## src/rtl/pc_fetch_unit.sv

```systemverilog
// rtl/pc_fetch_unit.sv - IF stage: PC register, IF/ID pipeline register, fetch fault detection
// Statistics counters are built only when FETCH_STAT_EN is defined; otherwise the ports read 0.
module pc_fetch_unit (
   input  logic        clk,
   input  logic        reset,
   input  logic        stall,
   input  logic        branch_d,
   input  logic [31:0] npc,
   input  logic        int_req,
   input  logic        eret,
   input  logic [31:0] epc,
   input  logic [31:0] instr_f,
   output logic [31:0] pc_f,
   output logic [31:0] instr_d,
   output logic [31:0] pc_d,
   output logic        valid_d,
   output logic        bd_d,
   output logic [4:0]  exc_d,
   output logic [31:0] fetch_cnt,
   output logic [31:0] stall_cnt
);

   localparam logic [31:0] RESET_PC = 32'h0000_3000;
   localparam logic [31:0] EXC_VEC  = 32'h0000_4180;
   localparam logic [31:0] TEXT_LO  = 32'h0000_3000;
   localparam logic [31:0] TEXT_HI  = 32'h0000_6FFC;
   localparam logic [4:0]  EXC_NONE = 5'd0;
   localparam logic [4:0]  EXC_ADEL = 5'd4;

   logic [31:0] pc_f_q, pc_f_d;
   logic [31:0] instr_d_q, instr_d_d;
   logic [31:0] pc_d_q, pc_d_d;
   logic        valid_d_q, valid_d_d;
   logic        bd_d_q, bd_d_d;
   logic [4:0]  exc_d_q, exc_d_d;
   logic        fetch_fault;
   logic        load_en;

   always_comb begin
      fetch_fault = (pc_f_q[1:0] != 2'b00) || (pc_f_q < TEXT_LO) || (pc_f_q > TEXT_HI);
      load_en     = !int_req && !eret && !stall;
      pc_f_d      = pc_f_q;
      instr_d_d   = instr_d_q;
      pc_d_d      = pc_d_q;
      valid_d_d   = valid_d_q;
      bd_d_d      = bd_d_q;
      exc_d_d     = exc_d_q;
      if (int_req) begin
         pc_f_d    = EXC_VEC;
         instr_d_d = 32'd0;
         pc_d_d    = EXC_VEC;
         valid_d_d = 1'b0;
         bd_d_d    = 1'b0;
         exc_d_d   = EXC_NONE;
      end else if (eret) begin
         // eret has no delay slot, so D is flushed rather than loaded
         pc_f_d    = epc;
         instr_d_d = 32'd0;
         pc_d_d    = epc;
         valid_d_d = 1'b0;
         bd_d_d    = 1'b0;
         exc_d_d   = EXC_NONE;
      end else if (load_en) begin
         pc_f_d    = branch_d ? npc : pc_f_q + 32'd4;
         instr_d_d = fetch_fault ? 32'd0 : instr_f;
         pc_d_d    = pc_f_q;
         valid_d_d = 1'b1;
         bd_d_d    = branch_d;
         exc_d_d   = fetch_fault ? EXC_ADEL : EXC_NONE;
      end
   end

   always_ff @(posedge clk) begin
      if (reset) begin
         pc_f_q    <= RESET_PC;
         instr_d_q <= 32'd0;
         pc_d_q    <= RESET_PC;
         valid_d_q <= 1'b0;
         bd_d_q    <= 1'b0;
         exc_d_q   <= EXC_NONE;
      end else begin
         pc_f_q    <= pc_f_d;
         instr_d_q <= instr_d_d;
         pc_d_q    <= pc_d_d;
         valid_d_q <= valid_d_d;
         bd_d_q    <= bd_d_d;
         exc_d_q   <= exc_d_d;
      end
   end

   assign pc_f    = pc_f_q;
   assign instr_d = instr_d_q;
   assign pc_d    = pc_d_q;
   assign valid_d = valid_d_q;
   assign bd_d    = bd_d_q;
   assign exc_d   = exc_d_q;

`ifdef FETCH_STAT_EN
   logic [31:0] fetch_cnt_q, fetch_cnt_d;
   logic [31:0] stall_cnt_q, stall_cnt_d;
   logic        stall_hold;

   always_comb begin
      stall_hold  = stall && !int_req && !eret;
      fetch_cnt_d = fetch_cnt_q + {31'd0, load_en};
      stall_cnt_d = stall_cnt_q + {31'd0, stall_hold};
   end

   always_ff @(posedge clk) begin
      if (reset) begin
         fetch_cnt_q <= 32'd0;
         stall_cnt_q <= 32'd0;
      end else begin
         fetch_cnt_q <= fetch_cnt_d;
         stall_cnt_q <= stall_cnt_d;
      end
   end

   assign fetch_cnt = fetch_cnt_q;
   assign stall_cnt = stall_cnt_q;
`else
   assign fetch_cnt = 32'd0;
   assign stall_cnt = 32'd0;
`endif

endmodule

```

## config.mk

```make
export PLATFORM = sky130hd
export DESIGN_NAME = pc_fetch_unit
export DESIGN_NICKNAME = d
export VERILOG_FILES = /design/src/rtl/pc_fetch_unit.sv
export SDC_FILE = /design/constraint.sdc
export NUM_CORES = 1
export LEC_CHECK = 0
export CAP_MARGIN = 20
export CORE_AREA = 2 2 107 130
export CTS_CLUSTER_SIZE = 28
export DETAILED_ROUTE_END_ITERATION = 6
export DIE_AREA = 0 0 109 132
export PLACE_DENSITY = 0.77
export RECOVER_POWER = 25
export SLEW_MARGIN = 10
export SYNTH_ARGS = -nofsm -noshare
export SYNTH_HDL_FRONTEND = slang
export SYNTH_SLANG_ARGS = --single-unit
```

## constraint.sdc

```tcl
create_clock -name clk -period 1.99 [get_ports clk]
set_input_delay 0.4975 -clock clk [delete_from_list [all_inputs] [get_ports clk]]
set_output_delay 0.4975 -clock clk [all_outputs]
set_load 0.01 [all_outputs]
```

==> results.cfg <==
[routing]
totalWireLength_mm = 17.95
vias_per_cell = 5.310
drt-pass1-iter-count = 5
wire_per_inst_um = 16.88
antenna_left = 0
vias = 5644
drt_first_iter_violations = 360
drc = 0

[critical_path]
max_stage_delay_ns = 0.53
worst-endpoint-required_ns = 1.49
path_class = reg -> out
worstPathCellList = buf_4 > clkdlybuf4s50_1
timing.rr.end = pc_f[18]
critical_path.startpoint = pc_f[4]
r2r_slack_ns = 0.13
setup.worst_path.start_class = register
critPathMaxFanout = 6
r2r-start = pc_f[3]
cpMaxStageDelayCell = clkdlybuf4s50_1
reg2regPathDepth = 7
setup.worst_path.end = pc_f[4]
arrival_ns = 1.45
crit_path_end_kind = primary output

[grt]
grt_pass1_wl_mm = 27.26
grt_pass1_vias = 5342
gr-total-overflow = 0
grt_use_total = 0.2398
antenna_found_initial = 0
grt_max_degree = 42

[job]
drv_cap = 0

[place]
dpl.hpwl_mm = 13.03
portBuffers = 200
post-place-ws_ns = -0.2910
gp_congestion = 0.8419

[power]
p_per_area_mw_per_mm2 = 597.0
vdd_drop_max_uv = 344.3
power.total_mw = 4.710
leakagePower_nw = 3.030

[cts]
clk_path_buf_depth = 2
cts_num_sinks = 99
clock_latency_ns = 0.34
cts_made_buffers = 9
cts_tree = done
root_buffer = clkbuf_16
ctsHoldBuffers = 0
clk_pin_slew_ns = 0.07
h-tree-depth = 3

[logic_synthesis]
synth_edf_count = 0
syn_area_per_cell_um2 = 7.844
synthesis.area_mm2 = 0.005279
ys_types = 52
yosysWarnings = 0
yosys_register_bits = 99
async_flop_share = 0
synth-main-ff-cell = dfxtp_1
yosysSeqAreaShare = 0.3754
syn_inst = 673

[hold_path]
hold_path.class = reg -> reg

[die]
start_util = 0.4040
die_h_um = 132
die_w_um = 109
dieArea_mm2 = 0.01439
core_mm2 = 0.01307
rows = 46
io_pins = 269

[cells_and_area]
diodes = 0
nNetsFinal = 993
areaGrowthSynthToFinish_pct = 49.47
utilization = 0.6039
layout-drive-gt1-share = 0.1006

[timing]
fin_ws_ns = 0.04102
period_minus_slack_ns = 1.949
clock_skew_ns = 0.007918
finalSetupViolations = 0
hold_viol_final = 0
max_freq_ghz = 0.5131
slew_viol_final = 0
post-route-period-util = 0.9794
hold-worst-slack_ns = 0.4489

[run_status]
status = completed
==> per-layer routing <==
| layer | GRT usage | wire length [um] | vias up |
|---|---|---|---|
| met2 | 0.4148 | 8900 | 299 |
| met3 | 0.07168 | 1751 | 34 |
| li1 | - | - | 2710 |
| met4 | 0.07123 | 369 | 0 |
| met5 | 0 | 0 | - |
| met1 | 0.2817 | 6925 | 2601 |
==> how the worst min path moves through the flow <==
| stage | slack (ns) | depth (start not counted) | startpoint | to |
|---|---|---|---|---|
| after detailed placement | 0.44 | 2 | pc_d[11] | pc_d[11] |
| final | 0.45 | 2 | pc_d[11] | pc_d[11] |
| after CTS | 0.45 | 2 | pc_d[11] | pc_d[11] |
| after floorplan | 0.47 | 2 | valid_d | valid_d |
| after global placement | 0.44 | 2 | valid_d | valid_d |
| after global routing | 0.47 | 2 | pc_d[20] | pc_d[20] |
==> area by class of cell <==
type	count	area, um2
clock buffer	11	242.7
clock inverter	5	37.54
fill	1180	5175
inverter	4	15.01
multi-input combinational	520	2834
sequential	99	1989
tap	168	210.2
timing repair buffer	256	2561
==> where the power goes <==
group | total, mW | internal (mW) | switching (mW)
registers | 2.11 | 2.04 | 0.0709
clock network | 1.70 | 0.889 | 0.806
logic | 0.902 | 0.460 | 0.442
==> cells in the final DEF, fill, tap and decap left out, drive strengths merged, types with 6 or more instances in the layout <==
cell type,Yosys,layout
clkbuf,22,15
dfxtp,99,99
a211oi,7,7
conb,1,68
nand2,100,100
o21ai,31,31
xor2,9,9
a31oi,28,28
dlygate4sd3,0,34
nor4,7,7
nand4,10,10
buf,95,53
nand3,20,20
and3,6,6
a21oi,41,41
nor3,21,21
clkdlybuf4s50,0,165
mux2i,6,6
nor2,67,67
a22oi,44,44
o31ai,9,9
==> critical path, delay by kind of cell (launching register included) <==
kind / cells / cell delay (ns)
buf+inv: 2 / 0.69
flops: 1 / 0.43
==> cells in the mapped netlist, drive strengths merged, types with 2 or more instances <==
cell	count	area, um2
o221ai	5	43.79
a21oi	41	205.2
a211o	3	26.28
xor2	9	78.83
inv	4	15.01
nand2	100	375.4
a2bb2oi	2	17.52
and4	3	26.28
a211oi	7	52.55
nand3b	2	15.01
nor3	21	121.4
o22ai	2	12.51
nor2	67	254.0
nand3	20	100.1
and3	6	37.54
a22oi	44	330.3
a21o	2	15.01
o21ai	31	155.1
a221o	2	20.02
nand4	10	92.59
nor4	7	73.82
buf	95	643.1
a31oi	28	175.2
and2	3	18.77
mux2i	6	60.06
o31ai	9	67.56
or3	4	25.02
dfxtp	99	1982
clkbuf	22	82.58
nand2b	4	25.02
a21boi	2	15.01
==> flip-flops by register name (all words and copies together), names as in the netlist, named ones only <==
name,count
pc_f,30
bd_d,1
valid_d,1
exc_d,1
pc_d,32
instr_d,32
==> repair_timing <==
action,CTS,global route
gates cloned,0,1
pin swaps,0,1
endpoints found under the setup margin,1,15
resized for setup,1,10
buffers inserted,0,1
==> cells by family after synthesis <==
logic type	count (synthesis)	synth area share
AO/OA/AOI/OAI	186	0.2294
XOR/XNOR	9	0.01493
adder cells (fa/ha/maj)	1	0.002370
buffers and inverters	121	0.1403
flip-flops	99	0.3754
multiplexers	6	0.01138
other	1	0.0007104
AND/OR/NAND/NOR	250	0.2254
==> stage by stage <==
step / cell area (um2) / std cells / TNS, ns
floorplan: 5530 / 740 / 0
global placement: 7565 / 1045 / -8.669
detailed placement: 7565 / 1045 / -11.31
CTS: 7846 / 1061 / 0
global route: 7890 / 1063 / -0.007460
finish: 7890 / 1063 / 0
Power figures use the tool's default switching activity.
